<file path="config.mk">
export PLATFORM = sky130hd
export DESIGN_NAME = jk_bank_ctrl
export DESIGN_NICKNAME = d
export VERILOG_FILES = /design/src/rtl/ff_ctrl_pkg.sv /design/src/rtl/jk_cell.sv /design/src/rtl/jk_bank_ctrl.sv
export SDC_FILE = /design/constraint.sdc
export NUM_CORES = 1
export LEC_CHECK = 0
export BUFFER_PORTS_ARGS = -buffer_cell sky130_fd_sc_hd__buf_4
export CELL_PAD_IN_SITES_DETAIL_PLACEMENT = 1
export CELL_PAD_IN_SITES_GLOBAL_PLACEMENT = 2
export CORE_MARGIN = 8
export CORE_UTILIZATION = 25
export DETAILED_ROUTE_END_ITERATION = 8
export PLACE_DENSITY = 0.74
export SKIP_CTS_REPAIR_TIMING = 1
export SLEW_MARGIN = 10
export SYNTH_ARGS = -nofsm -noshare
export SYNTH_HDL_FRONTEND = slang
export SYNTH_SLANG_ARGS = --single-unit
export TNS_END_PERCENT = 20
</file>
<file path="constraint.sdc">
create_clock -name clk -period 3.6 [get_ports clk]
set_clock_uncertainty 0.15 [all_clocks]
set_input_delay 0.36 -clock clk [delete_from_list [all_inputs] [get_ports clk]]
set_output_delay 0.36 -clock clk [all_outputs]
set_load 0.01 [all_outputs]
</file>
<file path="src/rtl/ff_ctrl_pkg.sv">
// Shared definitions for the JK bank controller: op codes, FSM states and
// default bank width.
package ff_ctrl_pkg;

    localparam int DEFAULT_WIDTH = 4;

    typedef enum logic [2:0] {
        OP_HOLD    = 3'b000,
        OP_LOAD    = 3'b001,
        OP_CLEAR   = 3'b010,
        OP_SET     = 3'b011,
        OP_TOGGLE  = 3'b100,
        OP_COUNT   = 3'b101,
        OP_ROTATE  = 3'b110,
        OP_ILLEGAL = 3'b111
    } op_e;

    typedef enum logic [1:0] {
        IDLE = 2'b00,
        EXEC = 2'b01,
        DONE = 2'b10
    } state_e;

endpackage

</file>
<file path="src/rtl/jk_cell.sv">
// Single JK flip-flop with synchronous active-high reset and complementary output.
module jk_cell (
    input  logic clk,
    input  logic rst,
    input  logic j,
    input  logic k,
    output logic q,
    output logic qb
);

    logic state_q;

    always_ff @(posedge clk) begin
        if (rst) begin
            state_q <= 1'b0;
        end else begin
            case ({j, k})
                2'b01:   state_q <= 1'b0;
                2'b10:   state_q <= 1'b1;
                2'b11:   state_q <= ~state_q;
                default: state_q <= state_q;
            endcase
        end
    end

    assign q  = state_q;
    assign qb = ~state_q;

endmodule

</file>
<file path="src/rtl/jk_bank_ctrl.sv">
// Command-driven controller for a bank of JK flip-flops; every change to q is
// made through the per-bit J/K inputs of the cells. WIDTH must be at least 2.
module jk_bank_ctrl
    import ff_ctrl_pkg::*;
#(
    parameter int WIDTH = DEFAULT_WIDTH
) (
    input  logic             clk,
    input  logic             rst,
    input  logic             cmd_valid,
    output logic             cmd_ready,
    input  logic [2:0]       cmd_op,
    input  logic [WIDTH-1:0] cmd_data,
    output logic [WIDTH-1:0] q,
    output logic [WIDTH-1:0] qb,
    output logic             done,
    output logic             err
);

    localparam int CW = WIDTH + 1;

    state_e           state_q;
    op_e              op_q;
    logic [WIDTH-1:0] data_q;
    logic [CW-1:0]    stepCnt_q;
    logic             done_q;
    logic             err_q;

    logic [CW-1:0]    startSteps;
    logic [WIDTH-1:0] jBank;
    logic [WIDTH-1:0] kBank;
    logic [WIDTH-1:0] qBank;
    logic [WIDTH-1:0] qbBank;
    logic             carry;

    // A COUNT of zero means one full wrap of the bank, hence the extra counter bit.
    always_comb begin
        startSteps = CW'(1);
        case (op_e'(cmd_op))
            OP_COUNT:  startSteps = (cmd_data == '0) ? (CW'(1) << WIDTH) : CW'(cmd_data);
            OP_ROTATE: startSteps = CW'(cmd_data[1:0]) + CW'(1);
            default:   startSteps = CW'(1);
        endcase
    end

    always_ff @(posedge clk) begin
        if (rst) begin
            state_q   <= IDLE;
            op_q      <= OP_HOLD;
            data_q    <= '0;
            stepCnt_q <= '0;
            done_q    <= 1'b0;
            err_q     <= 1'b0;
        end else begin
            case (state_q)
                IDLE: begin
                    done_q <= 1'b0;
                    err_q  <= 1'b0;
                    if (cmd_valid) begin
                        op_q      <= op_e'(cmd_op);
                        data_q    <= cmd_data;
                        stepCnt_q <= startSteps;
                        state_q   <= EXEC;
                    end
                end
                EXEC: begin
                    stepCnt_q <= stepCnt_q - CW'(1);
                    if (stepCnt_q == CW'(1)) begin
                        state_q <= DONE;
                        done_q  <= 1'b1;
                        err_q   <= (op_q == OP_ILLEGAL);
                    end
                end
                DONE: begin
                    done_q  <= 1'b0;
                    err_q   <= 1'b0;
                    state_q <= IDLE;
                end
                default: begin
                    state_q <= IDLE;
                end
            endcase
        end
    end

    // Outside EXEC every cell sees J=K=0 and holds its value.
    always_comb begin
        jBank = '0;
        kBank = '0;
        carry = 1'b1;
        if (state_q == EXEC) begin
            case (op_q)
                OP_LOAD: begin
                    jBank = data_q;
                    kBank = ~data_q;
                end
                OP_CLEAR:  kBank = '1;
                OP_SET:    jBank = '1;
                OP_TOGGLE: begin
                    jBank = '1;
                    kBank = '1;
                end
                OP_COUNT: begin
                    for (int i = 0; i < WIDTH; i++) begin
                        jBank[i] = carry;
                        kBank[i] = carry;
                        carry    = carry & qBank[i];
                    end
                end
                OP_ROTATE: begin
                    jBank = {qBank[WIDTH-2:0], qBank[WIDTH-1]};
                    kBank = ~{qBank[WIDTH-2:0], qBank[WIDTH-1]};
                end
                default: begin
                    jBank = '0;
                    kBank = '0;
                end
            endcase
        end
    end

    for (genvar i = 0; i < WIDTH; i++) begin : g_cell
        jk_cell u_cell (
            .clk (clk),
            .rst (rst),
            .j   (jBank[i]),
            .k   (kBank[i]),
            .q   (qBank[i]),
            .qb  (qbBank[i])
        );
    end

    assign q         = qBank;
    assign qb        = qbBank;
    assign done      = done_q;
    assign err       = err_q;
    assign cmd_ready = (state_q == IDLE) && !rst;

endmodule

</file>
# Word level (Yosys, flattened, before mapping)
# Cells that the tools add are included.
dict set report word_totals {
  regBits 20
  inputBits 10
  out_inout_bits 11
  word_cells 82
}
dict set report classes {
  n_addsub 2
  eq_ne 26
  muxes 19
  bitwise_logic 8
  n_reduce_logical 17
}
# op count
set op_table {}
lappend op_table {{one-hot mux 4 bit (4 select lines)} 2}
lappend op_table {{one-hot mux 5 bit (2 select lines)} 2}
lappend op_table {{equality test 2 bit (second input constant)} 9}
lappend op_table {{equality test 3 bit (second input constant)} 6}
lappend op_table {{one-hot mux 1 bit (3 select lines)} 4}
lappend op_table {{nonzero test 3 bit} 4}
lappend op_table {{equality test 2 x 1 -> 1 bit (second input constant)} 5}
lappend op_table {{two-way mux 5 bit} 2}
lappend op_table {{two-way mux 4 bit} 2}
lappend op_table {{inverter 4 bit} 2}
lappend op_table {{AND reduction 2 bit} 4}
lappend op_table {{equality test 3 x 2 -> 1 bit (second input constant)} 2}
lappend op_table {{OR reduction 2 bit} 3}
lappend op_table {{equality test 5 x 1 -> 1 bit (second input constant)} 1}
lappend op_table {{subtractor 5 x 1 -> 5 bit (second input constant)} 1}
lappend op_table {{logical NOT 4 bit} 1}
lappend op_table {{two-way mux 2 bit} 2}
lappend op_table {{!= test 2 bit (second input constant)} 2}
lappend op_table {{inverter 1 bit} 4}
lappend op_table {{one-hot mux 1 bit (2 select lines)} 2}
lappend op_table {{one-hot mux 2 bit (2 select lines)} 1}
lappend op_table {{nonzero test 2 bit} 2}
lappend op_table {{adder 2 x 1 -> 3 bit (second input constant)} 1}
lappend op_table {{equality test 3 x 1 -> 1 bit (second input constant)} 1}
lappend op_table {{5 further kinds} 7}

# Longest topological paths before layout
dict set report logic_depth {
  word_depth 6
  depth_mapped 6
  ltp_nobuf 6
}

# Modules after synthesis
# From an unflattened synthesis, not the netlist that was laid out.
dict set report hier_totals {
  hier_cells 174
  area_unflattened_um2 1257.5
}
# module n_inst cells_each area_per_inst_um2 seq_area_each_um2
set modules_own_cells {}
lappend modules_own_cells {jk_bank_ctrl 1 158 1117.3 320.3}
lappend modules_own_cells {jk_cell 4 4 35.0 20.0}

# Worst setup path after synthesis
# No wires, ideal clock.
dict set report synth_timing {
  path_kind {reg-to-reg}
  from {register stepCnt_q[0]}
  to {register stepCnt_q[4]}
  setup_time_ns 0.124
  arrival_time_ns 1.142
  required_ns 3.326
  path_slack_ns 2.184
  stages_incl_launch_ff 7
  n_path_buf 0
  period_less_slack_ns 1.416
  cell_sequence {dfxtp_1 > inv_1 > ha_1 > nor3b_1 > xor2_1 > a22oi_1 > a211oi_2}
}
dict set report synth_between {
  elab_chain_len 2
}
# element line
set synth_lines {}
lappend synth_lines {{from (decl)} jk_bank_ctrl.sv:25} ;# logic [CW-1:0] stepCnt_q;
lappend synth_lines {{from (signal assigned)} jk_bank_ctrl.sv:62} ;# stepCnt_q <= startSteps;
lappend synth_lines {{from (signal assigned)} jk_bank_ctrl.sv:67} ;# stepCnt_q <= stepCnt_q - CW'(1);
lappend synth_lines {{subtractor 5 x 1 -> 5 bit} jk_bank_ctrl.sv:67}
lappend synth_lines {{one-hot mux 5 bit (2 select lines)} jk_bank_ctrl.sv:55} ;# case (state_q)
# No other way between the ends.
# A chain may end at the register's enable or synchronous reset.

# Final worst setup path
dict set report layout_timing {
  from {register op_q[2]}
  to {register g_cell[2].u_cell.state_q}
}
dict set report layout_between {
  elab_chain_len 6
  elab_cells_between_ends 17
  classes_between {9 x eq/ne; 5 x mux; 3 x reduce/logical}
}
# element line
set layout_lines {}
lappend layout_lines {{from (decl)} jk_bank_ctrl.sv:23} ;# op_e op_q;
lappend layout_lines {{from (signal assigned)} jk_bank_ctrl.sv:60} ;# op_q <= op_e'(cmd_op);
lappend layout_lines {{equality test 3 bit / equality test 3 x 2 -> 1 bit (equally long branches)} jk_bank_ctrl.sv:92} ;# case (op_q)
lappend layout_lines {{OR reduction 2 bit (no source line)} n/a}
lappend layout_lines {{one-hot mux 4 bit (4 select lines)} jk_bank_ctrl.sv:92}
lappend layout_lines {{two-way mux 4 bit} jk_bank_ctrl.sv:91} ;# if (state_q == EXEC) begin
lappend layout_lines {{equality test 2 bit / equality test 2 x 1 -> 1 bit (equally long branches)} jk_cell.sv:17} ;# case ({j, k})
lappend layout_lines {{one-hot mux 1 bit (3 select lines) / nonzero test 3 bit (equally long branches)} n/a}
lappend layout_lines {{to (signal assigned)} jk_cell.sv:20} ;# 2'b11: state_q <= ~state_q;
lappend layout_lines {{to (signal assigned)} jk_cell.sv:21} ;# default: state_q <= state_q;
lappend layout_lines {{to (decl)} jk_cell.sv:11} ;# logic state_q;
# Several ways; a longest one is shown, not always the timed one.

==> impl_metrics.csv <==
group,metric,value,unit
cts,cts.sinks,20,
pwr,leakagePower,0.571,nW
sta,tightest_slew,601,ps
synth,postSynthCellCount,173,
floorplan,rows,27,
grt,antenna_found_initial,0,
sta,rsz0062_at_grt,"false",
synth,synth-edff-count,0,
cts,cts.path.max_buffers,2,
setup_path,cp.arrival,1680,ps
worst_hold_path,min_path_type,"in2reg",
sta,whs,223,ps
sta,maxSlewViolCount,0,
cts,clock-root-buffer,"clkbuf_8",
detailed_routing,drc,0,
layout,drive_gt1_share,20.1,%
synth,netlist_area,1360,um2
synth,ys_seq_area_share,29.5,%
placement,dp_hpwl,2.58,mm
layout,layout_common_cells,"nand2_1 (23), buf_4 (21), dfxtp_1 (20), a21oi_1 (16), inv_1 (11)",
layout,fill_cells,659,
pwr,ir_drop,0.125,mV
outcome,status,"complete, no violations",
floorplan,die_w,89.6,um
sta,layout_setup_ws,1930,ps
sta,setup_viol,0,
setup_path,path_max_fanout,17,
synth,synth_cell_types,51,
layout,multiInputGateArea,788,um2
synth,synth_area_per_cell,7.83,um2
placement,io_buffer_count,20,
sta,fin_crit,1670,ps
sta,tns,0,ps
layout,area_growth,13.1,%
layout,finish.net_count,194,
synth,synth-seq-cells,20,
detailed_routing,first_iter_violations,49,
floorplan,die_h,89.6,um
placement,place_ws,1930,ps
grt,grt_overflow,0,
synth,synth_flop_cell,"dfxtp_1",
cts,cts_made_buffers,3,
setup_path,start_kind,"register",
setup_path,crit_path_end_kind,"register",
detailed_routing,antenna_left,0,
grt,grt_start_max_net_pins,23,
detailed_routing,vias,1205,
floorplan,dieArea,8030,um2
synth,synthArstFlopShare,0,%
grt,grt_pass1_vias,1218,
floorplan,core-area,5370,um2
layout,regArea,400,um2
setup_path,crit_required,3600,ps
synth,yosysWarnings,0,
floorplan,start_util,25.2,%
sta,slew_headroom,59.9,%
detailed_routing,wirelength,3.46,mm
grt,grt_pass1_wl,5.78,mm
sta,fmax,598,MHz
placement,globalplace.congestion,0.718,
grt,grtUsageTotal,9.21,%
run,drv_cap,0,
detailed_routing,first_pass_iters,4,
detailed_routing,wl_per_cell,13.8,um
layout,layout_commonest_cell,"nand2_1",
cts,clock_latency,260,ps
cts,htree_levels,1,
synth,synthesis.nets,187,
setup_path,worstSetupPathType,"reg2reg",
sta,hold_viol,0,
detailed_routing,viasPerCell,4.80,
sta,fin_crit_sh,46.5,%
pwr,p_per_area,375,nW/um2
cts,cts_tree,"yes",
layout,diodes,0,
cts,clk_pin_slew,80,ps
floorplan,io-pin-count,21,
[cell families (layout without fill, tap and decap cells)]
family                     after synthesis  after routing  share of synthesized area (%)
adders and majority gates                4              4                           3.69
DFF                                     20             20                           29.5
muxes                                    1              1                           1.11
xor gates and xnor gates                 3              3                           1.94
and+or+nand+nor                         66             66                           28.0
AOI/OAI and AO/OA                       49             49                           23.5
buffers and inverters                   30             36                           12.3
[synthesized netlist by cell type (3+ instances only)]
| master | n | area (um2) |
|---|---|---|
| o21ai_0 | 8 | 40.0 |
| inv_1 | 11 | 41.3 |
| nor3b_1 | 4 | 30.0 |
| nor3_1 | 5 | 25.0 |
| buf_2 | 7 | 35.0 |
| buf_4 | 8 | 60.1 |
| o211ai_1 | 4 | 30.0 |
| a31oi_1 | 3 | 18.8 |
| nor2_2 | 3 | 18.8 |
| ha_1 | 4 | 50.1 |
| nor2_1 | 9 | 33.8 |
| nand2_1 | 23 | 86.3 |
| dfxtp_1 | 20 | 400 |
| a21oi_1 | 16 | 80.1 |
| nand2b_1 | 4 | 25.0 |
[area by class of cell]
cell class,instances,area share [%]
multi-input combinational,123,51.4
sequential,20,26.1
timing repair buffer,21,10.3
tap,72,5.88
clock buffer,4,3.59
inverter,11,2.69
[worst max-delay path: stages, from the launching register on]
cell	delay, ps
dfxtp_1	690
inv_1	210
a221o_1	300
a21oi_1	120
o32ai_1	90
[per-stage QoR]
step | total power [mW] | util [%] | cell area (um2) | instances
after floorplan | 0.369 | - | 1360 | 173
final | 0.574 | 28.5 | 1530 | 251
after global placement | 0.404 | 27.5 | 1480 | 247
after detailed placement | 0.404 | 27.5 | 1480 | 247
after CTS | 0.588 | 28.5 | 1530 | 251
after global routing | 0.618 | 28.5 | 1530 | 251
[path summary, 6_finish.rpt]
path                from                 end  slack (ps)  cells past startpoint
min          cmd_data[2]           data_q[2]         220                      3
min reg2reg         done                done         320                      2
max reg2reg      op_q[2]  g_cell[2].u_cell.q        1930                      4
max              op_q[2]  g_cell[2].u_cell.q        1930                      4
[flip-flops by register name, summed over array words and instances (netlist names)]
name,cells
data_q,4
done,1
err,1
g_cell.u_cell.q,4
op_q,3
state_q,2
stepCnt_q,5
[layer usage]
layer | share of wire [%] | global-route usage (%) | vias to the layer above
met4 | 0.32 | 1.36 | 0
met2 | 46 | 15.0 | 16
met3 | 5.0 | 3.09 | 2
li1 | - | - | 614
met1 | 49 | 11.6 | 573
met5 | 0 | 0 | -
[power breakdown]
| part | switching (mW) | internal, mW |
|---|---|---|
| logic | 0.0726 | 0.0597 |
| clock network | 0.0803 | 0.0975 |
| registers | 0.0268 | 0.237 |
Power figures use the tool's default switching activity.
